[src/rtl/uart_tg_pkg.sv]
// Shared types and constants for the UART traffic generator/checker.
// Holds the state and pattern-mode encodings plus the LFSR step used by both generators.
package uart_tg_pkg;

    typedef enum logic [1:0] {
        ST_IDLE,
        ST_SEND,
        ST_DRAIN,
        ST_DONE
    } tg_state_t;

    typedef enum logic {
        MODE_LFSR = 1'b0,
        MODE_INCR = 1'b1
    } tg_mode_t;

    localparam logic [15:0] LFSR_MASK = 16'hB400;
    localparam int unsigned DEFAULT_TIMEOUT_CYCLES = 2_000_000;

    // 16-bit Galois LFSR, right shift, feedback from bit 0.
    function automatic logic [15:0] lfsr_step(input logic [15:0] v);
        return v[0] ? ((v >> 1) ^ LFSR_MASK) : (v >> 1);
    endfunction

endpackage

[src/rtl/uart_pattern_gen.sv]
// Pattern word source: LFSR or incrementing counter, reloaded on load, stepped on advance.
// One instance feeds the TX path, a second independent one predicts received words.
module uart_pattern_gen
    import uart_tg_pkg::*;
#(
    parameter int unsigned WORD_SIZE = 8,
    parameter logic [15:0] LFSR_SEED = 16'hACE1
) (
    input  logic                 clk,
    input  logic                 rst,
    input  logic                 load,
    input  logic                 advance,
    input  logic                 mode,
    output logic [WORD_SIZE-1:0] word
);

    logic [15:0]          lfsr_q;
    logic [WORD_SIZE-1:0] incr_q;

    always_ff @(posedge clk or negedge rst) begin
        if (!rst) begin
            lfsr_q <= LFSR_SEED;
            incr_q <= '0;
        end else if (load) begin
            lfsr_q <= LFSR_SEED;
            incr_q <= '0;
        end else if (advance) begin
            if (mode == MODE_INCR) begin
                incr_q <= incr_q + 1'b1;
            end else begin
                lfsr_q <= lfsr_step(lfsr_q);
            end
        end
    end

    assign word = (mode == MODE_INCR) ? incr_q : lfsr_q[WORD_SIZE-1:0];

endmodule

[config.mk]
export PLATFORM = sky130hd
export DESIGN_NAME = uart_pattern_gen
export DESIGN_NICKNAME = d
export VERILOG_FILES = /design/src/rtl/uart_tg_pkg.sv /design/src/rtl/uart_pattern_gen.sv
export SDC_FILE = /design/constraint.sdc
export NUM_CORES = 1
export LEC_CHECK = 0
export BUFFER_PORTS_ARGS = -buffer_cell sky130_fd_sc_hd__buf_4
export CAP_MARGIN = 20
export CORE_MARGIN = 2
export CORE_UTILIZATION = 29
export DETAILED_ROUTE_END_ITERATION = 16
export GPL_TIMING_DRIVEN = 0
export PLACE_DENSITY = 0.45
export SYNTH_ARGS = -nofsm -noshare
export SYNTH_HDL_FRONTEND = slang
export SYNTH_SLANG_ARGS = --single-unit
[constraint.sdc]
create_clock -name clk -period 3.47 [get_ports clk]
set_input_delay 0.1735 -clock clk [delete_from_list [all_inputs] [get_ports clk]]
set_output_delay 0.1735 -clock clk [all_outputs]
set_load 0.02 [all_outputs]
# --- Word-level counts from Yosys, hierarchy flattened ---
# Cells that the tools add are included.
totals:
  input_bits: 5
  reg_bits: 24
classes:
  muxes: 8
  bitwise: 1
  add_sub_neg: 1
  eq_ne: 1
  n_reduce_logical: 4
ops:
  columns: ["cell", "count"]
  rows:
  - ["16-bit 2-to-1 mux", 4]
  - ["8-bit 2-to-1 mux", 4]
  - ["8-bit by 1-bit adder with 8-bit output (second input constant)", 1]
  - ["3-bit NOT with 4-bit output", 1]
  - ["2-bit AND reduction", 2]
  - ["2-bit nonzero test", 2]
  - ["2-bit inequality test (second input constant)", 1]

# --- Logic depth before layout (Yosys ltp) ---
# Gate-level depths: netlist of the first run.
depth:
  ltp_word: 5
  mapped_depth: 5
  ltp_nobuf: 4

# --- Worst setup path after synthesis of the first run ---
# Ideal clock, no wire load.
synth_path:
  kind: "flip-flop to flip-flop"
  startpoint: "register incr_q[0]"
  endpoint: "register incr_q[6]"
  setup_slack_ns: 2.154
  n_path_buf: 0
  t_arrival_ns: 1.238
  path_stages_with_launch: 5
  setup_ns: 0.078
  path_cell_list: "dfrtp_1 ha_1 nand3_1 or4_1 a21oi_1"
synth_via:
  elab_chain_cells: 4
synth_lines:
  columns: ["item", "line", "text"]
  rows:
  - ["start, declared", "uart_pattern_gen.sv:18", "logic [WORD_SIZE-1:0] incr_q;"]
  - ["start signal, assigned", "uart_pattern_gen.sv:29", "incr_q <= incr_q + 1'b1;"]
  - ["8-bit by 1-bit adder with 8-bit output", "uart_pattern_gen.sv:29", null]
  - ["8-bit 2-to-1 mux", "uart_pattern_gen.sv:28", "if (mode == MODE_INCR) begin"]
  - ["8-bit 2-to-1 mux", "uart_pattern_gen.sv:27", "end else if (advance) begin"]
  - ["8-bit 2-to-1 mux", "uart_pattern_gen.sv:24", "end else if (load) begin"]
# Every way passes these cells. The select of a mux whose other input is x is not followed.
# A chain may end at the register's enable or synchronous reset.

# --- Final worst setup path of the first run ---
layout_path:
  startpoint: "register lfsr_q[0]"
  endpoint: "output port word[0]"
layout_via:
  elab_chain_cells: 1
layout_lines:
  columns: ["item", "line", "text"]
  rows:
  - ["start, declared", "uart_pattern_gen.sv:17", "logic [15:0] lfsr_q;"]
  - ["start signal, assigned", "uart_pattern_gen.sv:31", "lfsr_q <= lfsr_step(lfsr_q);"]
  - ["8-bit 2-to-1 mux", "uart_pattern_gen.sv:36", "assign word = (mode == MODE_INCR) ? incr_q : lfsr_q[WORD_SIZE-1:0];"]
  - ["end, declared", "uart_pattern_gen.sv:14", "output logic [WORD_SIZE-1:0] word"]
# Every way passes these cells.

==> results.cfg, run 1 <==
[logic_synthesis]
ys_seq_area_share_pct = 52.1
ys_ff_latch = 24
synth_area_leaders = dfrtp_1 (34%), dfstp_2 (18%), nand2_1 (9.6%), mux2_2 (7.7%), a21oi_1 (5.6%)
synth_edf_count = 0
syn_avg_cell_area_um2 = 9.76
synth_area_leader_cell = dfrtp_1
ys_warn_count = 0
async_flop_share_pct = 100
syn-cell-area_um2 = 1170
yosysTopAreaCellShare_pct = 34.2
synth-main-ff-cell = dfrtp_1
ys_types = 23
synth_cells = 120
synthesis.nets = 126

[setup_path]
path_cells = clkbuf_1 -> mux2_2 -> buf_4
r2r_start = incr_q[0]
worst_ep_arrival_time_ns = 1.43
end_kind = output port
crit_type = flop to output port
crit_path_max_fanout = 6
rr_worst_depth = 4
cp.depth = 3
required_ns = 3.30
critPathLaunchType = flop
cpPeakStageDelay_ns = 0.52
crit_family = flip-flops
cp-startpoint = lfsr_q[0]
cp.buffers_inverters = 2
rrSetupSlack_ns = 2.01
slowest_stage = dfstp_2

[timing]
setup_ws_ns = 1.87
drv_slew = 0
skew_ns = 0.00585
min_period_ns = 1.60
timing.final.crit_share_pct = 46.1
setup_viol = 0
rsz0062_at_grt = false
hold_violations = 0
maxSlewHeadroom_pct = 67.2
hold_slack_ns = 0.164
fmaxAchievable_ghz = 0.625
fin_setup_tns_ns = 0
worst_pin_slew_ns = 0.493

[route]
drtIter0Drc = 40
wl_per_cell_um = 13.5
drt.antenna.violating_nets = 0
via_per_inst = 4.83
drt_pass1_iterations = 4
routed_wl_mm = 2.52
drc = 0
vias = 904

[floorplanning]
die_h_um = 67.6
io_pins = 13
die-area_um2 = 4560
initial_utilization_pct = 29.7
core_area_um2 = 3940
row_count = 23
die_w_um = 67.6

[clock_tree]
clockBufferDepth = 2
cts_num_sinks = 24
clk_pin_slew_worst_paths_ns = 0.08
numCtsBuffers = 3
cts_max_level = 1
cts_tree = built
cts_resized = 0
cts_setup_buffers = 0
clk_latency_ns = 0.27
cts_hold_buf = 1
cts-root-buf = clkbuf_8

[global_routing]
busiest_layer = met2
antenna_found_initial = 0
grt_max_degree = 25
grt_overflow_total = 0
grt_use_met2_pct = 21.9
grt_pass1_vias = 908
track_usage_pct = 13.6
met1_usage_pct = 18.2
met3_usage_pct = 2.50
grt_pass1_wl_mm = 4.55

[placed_design]
portBuffers = 12
post-dp-hpwl_mm = 1.75
dp_worst_setup_slack_ns = 2.00
gp_congestion = 0.712
dp.cells = 182

[layout]
most-common-layout-cells = nand2_1 (30), dfrtp_1 (16), a21oi_1 (13), buf_4 (12)
layout.cells.most_common = nand2_1
final_cells = 187
multi_input_area_um2 = 529
antenna_cells = 0
ff_latch_area_um2 = 611
drive_above_1_share_pct = 26.3
syn2layout_area_growth_pct = 17.7
layout.nets = 144
final.fill_count = 411

[power_and_ir_drop]
cellPowerDensity_nw_per_um2 = 397
power_frac_comb_pct = 13.3
ir_worst_vdd_mv = 0.145
p_int_w = 0.000408
seqPwrFrac_pct = 55.4
switching_power_w = 0.000140
pwr-share-clk_pct = 31.2
p_leak_nw = 0.584
switching_share_pct = 25.5
total_power_w = 0.000548

[min_path]
hold_depth = 2
min_from = load
hold_class = input port to flop

[outcome]
outcome = complete, no violations

[flow_run]
drv_cap = 0
[power groups by stage]
stage	Combinational (W)	Clock, W	Sequential [W]
6_report	0.0000730	0.000171	0.000304
5_1_grt	0.0000829	0.000194	0.000305
3_5_place_dp	0.0000732	0	0.000309
3_3_place_gp	0.0000728	0	0.000308
2_1_floorplan	0.0000458	0	0.000306
4_1_cts	0.0000746	0.000178	0.000304
[synth_stat cells (3+ instances only)]
cell type and count:
clkbuf_1 3, or4_1 3, nand2_1 30, nor2_1 5, buf_2 4, mux2_2 8, dfrtp_1 16, dfstp_2 8
nand3_1 4, a21oi_1 13, nand3b_1 6, o31ai_1 3, xnor2_1 3
[cells by family (layout without fill, tap and decap cells)]
kind of cell	after synthesis	after routing	share of synthesized area, %
simple gates	53	53	21.5
mux	8	8	7.69
compound gates	22	22	11.2
xor+xnor	5	5	3.74
buf+inv	7	24	2.67
fa+ha+maj	1	1	1.07
flops	24	24	52.1
[area by class of cell]
cell class | instances | share of cell area [%]
Sequential cell | 24 | 44.3
Multi-Input combinational cell | 89 | 38.4
Timing Repair Buffer | 13 | 7.26
Tap cell | 50 | 4.54
Clock buffer | 4 | 3.27
Buffer | 7 | 2.27
[worst paths after layout]
path                              endpoint
max in group asynchronous        lfsr_q[0]
worst min-delay path            lfsr_q[13]
worst max-delay path               word[0]
worst min register to register   lfsr_q[6]
worst max register to register   incr_q[6]
min in group asynchronous        incr_q[3]
[metal layers]
metal	share of wire [%]	wire, um
met3	2.7	68
met2	49	1220
met1	48	1200
met4	1.1	28
met5	0	0
[registers in the layout, indices dropped and copies added (netlist names)]
register / count
incr_q: 8
lfsr_q: 16
[through the flow]
step	cell area, um^2	utilization [%]
floorplan	1170	-
global placement	1320	33.6
detailed placement	1320	33.6
CTS	1380	35.0
global route	1380	35.0
finish	1380	35.0
Power figures use the tool's default switching activity.
==> inputs of run 2 (changes only) <==
--- a/config.mk
+++ b/config.mk
@@ -5,13 +5,14 @@
 export SDC_FILE = /design/constraint.sdc
 export NUM_CORES = 1
 export LEC_CHECK = 0
+export ABC_AREA = 1
 export BUFFER_PORTS_ARGS = -buffer_cell sky130_fd_sc_hd__buf_4
 export CAP_MARGIN = 20
 export CORE_MARGIN = 2
 export CORE_UTILIZATION = 29
 export DETAILED_ROUTE_END_ITERATION = 16
 export GPL_TIMING_DRIVEN = 0
-export PLACE_DENSITY = 0.45
+export PLACE_DENSITY = 0.47
 export SYNTH_ARGS = -nofsm -noshare
 export SYNTH_HDL_FRONTEND = slang
 export SYNTH_SLANG_ARGS = --single-unit
==> constraint.sdc (replaced) <==
create_clock -name clk -period 1.35 [get_ports clk]
set_input_delay 0.0675 -clock clk [delete_from_list [all_inputs] [get_ports clk]]
set_output_delay 0.0675 -clock clk [all_outputs]
set_load 0.02 [all_outputs]
==> run 2 against run 1 <==
Effect of this change:
- register-to-register slack worse by 1.8 ns
- design area is 7.4% higher
- count of clock-buffer cells in the layout stayed put
- sequential power grew to 2.6 times the previous value
- hold slack worse by 0.045 ns
- critical endpoint is now word[7]
- largest cell class unchanged
- largest power group unchanged
==> results.cfg, run 2 <==
[min_path]
hold_class = input port to flop
min_from = advance
hold_depth = 4
worstHoldEndpoint = incr_q[1]

[clock_tree]
clockBufferDepth = 2
clk_pin_slew_worst_paths_ns = 0.09
clk_latency_ns = 0.27
numCtsBuffers = 3
cts_num_sinks = 24
cts-root-buf = clkbuf_8
cts_tree = built
cts_max_level = 1

[logic_synthesis]
ys_ff_latch = 24
synthAdderAreaFrac_pct = 0.991
synth_edf_count = 0
synth-xor-area-share_pct = 2.08
synth_cells = 146
yosys.area_share.simple_pct = 23.2
yosysMostFrequentCell = nand2_1
syn-cell-area_um2 = 1260
synth_area_leader_cell = dfrtp_1
syn_avg_cell_area_um2 = 8.65
yosysTopAreaCellShare_pct = 31.7
synth-main-ff-cell = dfrtp_1
synth_area_leaders = dfrtp_1 (32%), dfstp_2 (17%), o21ai_0 (6.7%), nand2_1 (6.5%), inv_1 (5.1%)
async_flop_share_pct = 100
ys_types = 26
yosys-top-cells-count = nand2_1 (22), inv_1 (17), o21ai_0 (17)
ys_warn_count = 0
synth.area.mux_share_pct = 0
synth_compound_area_share_pct = 15.1
ys_seq_area_share_pct = 48.4
synth_top_family_by_area = simple AND/OR/NAND/NOR gates
synthesis.nets = 152

[timing]
setup_viol = 0
hold_slack_ns = 0.119
timing.final.crit_share_pct = 90.9
maxSlewHeadroom_pct = 64.3
fin_setup_tns_ns = 0
worst_pin_slew_ns = 0.536
drv_slew = 0
rsz0062_at_grt = false
setup_ws_ns = 0.123
fmaxAchievable_ghz = 0.815
min_period_ns = 1.23
hold_violations = 0
skew_ns = 0.00698

[layout]
largest_register_ff_count = 16
regMostFlops = lfsr_q
layout.cells.most_common = nand2_1
layout.nets = 170
top_regs = lfsr_q x16, incr_q x8
drive_above_1_share_pct = 28.8
syn2layout_area_growth_pct = 17.2
most-common-layout-cells = nand2_1 (22), inv_1 (17), dfrtp_1 (16), o21ai_0 (14), buf_4 (12)
final_cells = 213
antenna_cells = 0
stdcell_area_um2 = 1480

[route]
via_per_inst = 4.58
vias = 976
drt.antenna.violating_nets = 0
drtIter0Drc = 26
wl_per_cell_um = 12.4
drt_pass1_iterations = 4
routed_wl_mm = 2.63
drc = 0

[global_routing]
antenna_found_initial = 0
grt_pass1_vias = 1002
track_usage_pct = 11.8
grt_pass1_wl_mm = 4.61
grt_max_degree = 25
grt_overflow_total = 0

[power_and_ir_drop]
cellPowerDensity_nw_per_um2 = 1010
p_leak_nw = 0.660
ir_worst_vdd_mv = 0.644

[placed_design]
portBuffers = 11
postPlaceCellArea_um2 = 1410
dp.cells = 207
dp_worst_setup_slack_ns = 0.222
post-dp-hpwl_mm = 1.88
gp_congestion = 0.833

[floorplanning]
io_pins = 13
core_area_um2 = 4090
die-area_um2 = 4900
initial_utilization_pct = 30.9
row_count = 23
die_w_um = 70.0
die_h_um = 70.0

[flow_run]
drv_cap = 0

[setup_path]
r2r_start = incr_q[1]
required_ns = 1.28
r2r-end = incr_q[6]
worst_ep_arrival_time_ns = 1.16
end_kind = output port
critPathLaunchType = flop
crit_type = flop to output port
rrSetupSlack_ns = 0.22
crit_path_max_fanout = 2
rr_worst_depth = 7

[outcome]
outcome = complete, no violations
## run 2: cell count changes in the layout (fill, tap and decap cells not counted), moves of 5 or more
cell | previous run | this run
a21oi_1 | 13 | 6
inv_1 | 0 | 17
mux2_2 | 8 | 0
nand2_1 | 30 | 22
nand2_2 | 0 | 5
nand3_1 | 4 | 10
nand3b_1 | 6 | 0
o21ai_0 | 2 | 14
o21ai_1 | 0 | 11
## run 2: power by group
part	total (W)	switching, W	internal, W
Clock	0.000493	0.000233	0.000260
Sequential	0.000790	0.0000208	0.000769
Combinational	0.000217	0.000134	0.0000825
Total	0.00150	0.000388	0.00111
## run 2: timing repair
| item | 4_1_cts | 5_1_grt |
|---|---|---|
| setup buffers | 1 | 0 |
| gates resized for setup | 0 | 3 |
| hold endpoints to repair | 24 | 0 |
| pin swaps | 0 | 0 |
| setup endpoints to repair | 1 | 3 |
| hold buffers | 1 | 0 |
## run 2: through the flow
stage / total power, W / util, %
2_1_floorplan: 0.000936 / -
3_3_place_gp: 0.00101 / 34.4
3_5_place_dp: 0.00102 / 34.4
4_1_cts: 0.00153 / 36.2
5_1_grt: 0.00158 / 36.2
6_report: 0.00150 / 36.2
## run 2: metal layers
layer | track usage, % | up-vias | routed length (um)
met5 | 0 | - | 0
met4 | 3.42 | 0 | 18
met3 | 3.46 | 2 | 60
met2 | 19.4 | 10 | 1290
met1 | 14.9 | 459 | 1260
li1 | - | 505 | -
## run 2: critical path, stage by stage (launching register included)
cell and delay [ns]:
dfstp_2 0.54, inv_1 0.05, o21ai_0 0.14, buf_4 0.16
## run 2: layout make-up
type | count | area (um^2)
multi-input cells | 96 | 522
fillers | 421 | 2610
flip-flops and latches | 24 | 611
repair buffers | 13 | 100
plain buffers | 7 | 58.8
inverters | 19 | 71.3
well taps | 50 | 62.6
clock buffers | 4 | 55.1
## run 2: worst max path at each step
stage	start	end	slack, ns	depth (start not counted)
after global routing	lfsr_q[0]	word[0]	0.04	3
after CTS	lfsr_q[5]	word[5]	0.04	3
after detailed placement	incr_q[1]	incr_q[6]	0.22	7
final	lfsr_q[7]	word[7]	0.12	3
after global placement	incr_q[1]	incr_q[6]	0.23	7
after floorplan	lfsr_q[0]	word[0]	0.18	2
## run 2: kinds of logic after synthesis
family                     Yosys count
DFF                                 24
adders and majority gates            1
buffers and inverters               26
and+or+nand+nor                     57
AOI/OAI and AO/OA                   35
xor gates and xnor gates             3
==> inputs of run 3 (changes only) <==
--- a/config.mk
+++ b/config.mk
@@ -9,10 +9,10 @@
 export BUFFER_PORTS_ARGS = -buffer_cell sky130_fd_sc_hd__buf_4
 export CAP_MARGIN = 20
 export CORE_MARGIN = 2
-export CORE_UTILIZATION = 29
+export CORE_UTILIZATION = 53
 export DETAILED_ROUTE_END_ITERATION = 16
 export GPL_TIMING_DRIVEN = 0
-export PLACE_DENSITY = 0.47
+export PLACE_DENSITY = 0.73
 export SYNTH_ARGS = -nofsm -noshare
 export SYNTH_HDL_FRONTEND = slang
 export SYNTH_SLANG_ARGS = --single-unit
==> constraint.sdc (replaced) <==
create_clock -name clk -period 1.3 [get_ports clk]
set_input_delay 0.065 -clock clk [delete_from_list [all_inputs] [get_ports clk]]
set_output_delay 0.065 -clock clk [all_outputs]
set_load 0.02 [all_outputs]
==> run 3 against run 2 <==
Effect of this change:
- worst setup slack worse by 0.11 ns
- count of clock-buffer cells in the layout is 1 lower
- sequential share of layout area is 0.21 points higher
- core utilization is 30 points higher
- sequential cell count stayed put
- die area is 43% lower
- via count is 6.5% higher
- wire length is 3.2% lower
- global-route usage is 9.6 points higher
- final cell count is 9.9% lower
- critical path depth stayed put
- total power is 7.5% higher
- highest routed layer unchanged
==> results.cfg, run 3 (synthesized netlist as in run 2, its figures left out) <==
[clock_tree]
cts-root-buf = clkbuf_4
clk_latency_ns = 0.32
clockBufferDepth = 2
cts_tree = built
numCtsBuffers = 3
clk_pin_slew_worst_paths_ns = 0.14
cts_num_sinks = 24
cts_max_level = 1

[route]
drt.antenna.violating_nets = 0
drc = 0
drt_pass1_iterations = 4
routed_wl_mm = 2.55
wl_per_cell_um = 13.3
via_per_inst = 5.41
drtIter0Drc = 14
vias = 1039

[setup_path]
r2r-end = incr_q[6]
slowest_stage = dfstp_2
cp-startpoint = lfsr_q[0]
r2r_start = incr_q[1]
required_ns = 1.24
critical_path.endpoint = word[0]
worst_ep_arrival_time_ns = 1.22
cp.depth = 3
end_kind = output port
crit_type = flop to output port
critPathLaunchType = flop
rr_worst_depth = 7
rrSetupSlack_ns = 0.16
path_cells = inv_2 -> o21ai_2 -> buf_6
cpPeakStageDelay_ns = 0.57
crit_family = flip-flops
crit_path_max_fanout = 3
cp.buffers_inverters = 2

[global_routing]
track_usage_pct = 21.4
grt_pass1_vias = 983
grt_max_degree = 25
antenna_found_initial = 0
grt_overflow_total = 0
grt_pass1_wl_mm = 4.32

[power_and_ir_drop]
seqPwrFrac_pct = 51.0
p_int_w = 0.00120
power_frac_comb_pct = 14.6
cellPowerDensity_nw_per_um2 = 1100
switching_share_pct = 25.3
total_power_w = 0.00161
switching_power_w = 0.000408
p_leak_nw = 0.665
pwr-share-clk_pct = 34.4
ir_worst_vdd_mv = 0.836

[timing]
worst_pin_slew_ns = 0.456
setup_viol = 0
timing.final.crit_share_pct = 98.7
setup_ws_ns = 0.0164
skew_ns = 0.00183
fmaxAchievable_ghz = 0.779
rsz0062_at_grt = true
maxSlewHeadroom_pct = 69.6
hold_violations = 0
hold_slack_ns = 0.0419
min_period_ns = 1.28
drv_slew = 0

[floorplanning]
row_count = 17
die_h_um = 52.8
io_pins = 13
die-area_um2 = 2790
core_area_um2 = 2230
initial_utilization_pct = 56.5
die_w_um = 52.8

[layout]
antenna_cells = 0
syn2layout_area_growth_pct = 16.6
drive_above_1_share_pct = 32.3
regMostFlops = lfsr_q
layout.nets = 171
top_regs = lfsr_q x16, incr_q x8
post-route-util_pct = 65.9
layout.cells.most_common = nand2_1
largest_register_ff_count = 16
most-common-layout-cells = nand2_1 (22), dfrtp_1 (16), inv_1 (14), o21ai_0 (13), buf_4 (11)

[placed_design]
portBuffers = 11
dp_worst_setup_slack_ns = 0.148
gp_congestion = 0.740
post-dp-hpwl_mm = 1.76

[flow_run]
drv_cap = 0

[outcome]
outcome = complete, no violations

[min_path]
hold_class = input port to flop
[run 3: layer usage]
layer	GRT usage [%]	vias up	routed length (um)
li1	-	505	-
met1	29.2	513	1210
met2	34.2	17	1220
met3	3.43	4	89
met4	7.69	0	23
met5	0	-	0
[run 3: power groups by stage]
stage | clock network, W | logic [W] | registers (W)
finish | 0.000555 | 0.000236 | 0.000822
global route | 0.000581 | 0.000263 | 0.000826
CTS | 0.000555 | 0.000227 | 0.000820
detailed placement | 0 | 0.000212 | 0.000838
global placement | 0 | 0.000209 | 0.000836
floorplan | 0 | 0.000140 | 0.000832
[run 3: final cells by class]
| cell class | instances | area (um^2) |
|---|---|---|
| plain buffers | 7 | 58.8 |
| repair buffers | 14 | 115 |
| inverters | 19 | 71.3 |
| clock buffers | 3 | 22.5 |
| multi-input cells | 96 | 529 |
| flip-flops and latches | 24 | 611 |
| well taps | 28 | 35.0 |
| clock inverters | 1 | 30.0 |
| fillers | 193 | 761 |
[run 3: repair_timing]
item	in CTS	in global routing
endpoints found under the hold margin	24	0
endpoints found under the setup margin	4	4
resized for setup	4	7
buffers inserted	1	1
hold buffers	1	0
pin swaps	0	2
[run 3: per-stage QoR]
stage / area (um^2) / std cells / TNS, ns
2_1_floorplan: 1260 / 146 / 0
3_3_place_gp: 1380 / 185 / 0
3_5_place_dp: 1380 / 185 / 0
4_1_cts: 1450 / 191 / -0.0128
5_1_grt: 1470 / 192 / -0.0485
6_report: 1470 / 192 / 0
[run 3: worst min-delay path by stage]
stage / startpoint / end / depth (start not counted) / slack, ns
after floorplan: rst / incr_q[0] / 0 / -0.23
after global placement: rst / incr_q[2] / 1 / -0.02
after detailed placement: rst / incr_q[2] / 1 / -0.02
after CTS: advance / incr_q[1] / 4 / 0.05
after global routing: load / lfsr_q[12] / 4 / 0.08
final: advance / incr_q[1] / 4 / 0.04
[run 3: worst reg2reg max path: stages (launching register included)]
cell	delay, ns
dfrtp_1	0.41
ha_1	0.16
inv_1	0.07
nor2_4	0.15
nand2_2	0.08
o21bai_2	0.10
inv_1	0.06
nor2_2	0.07
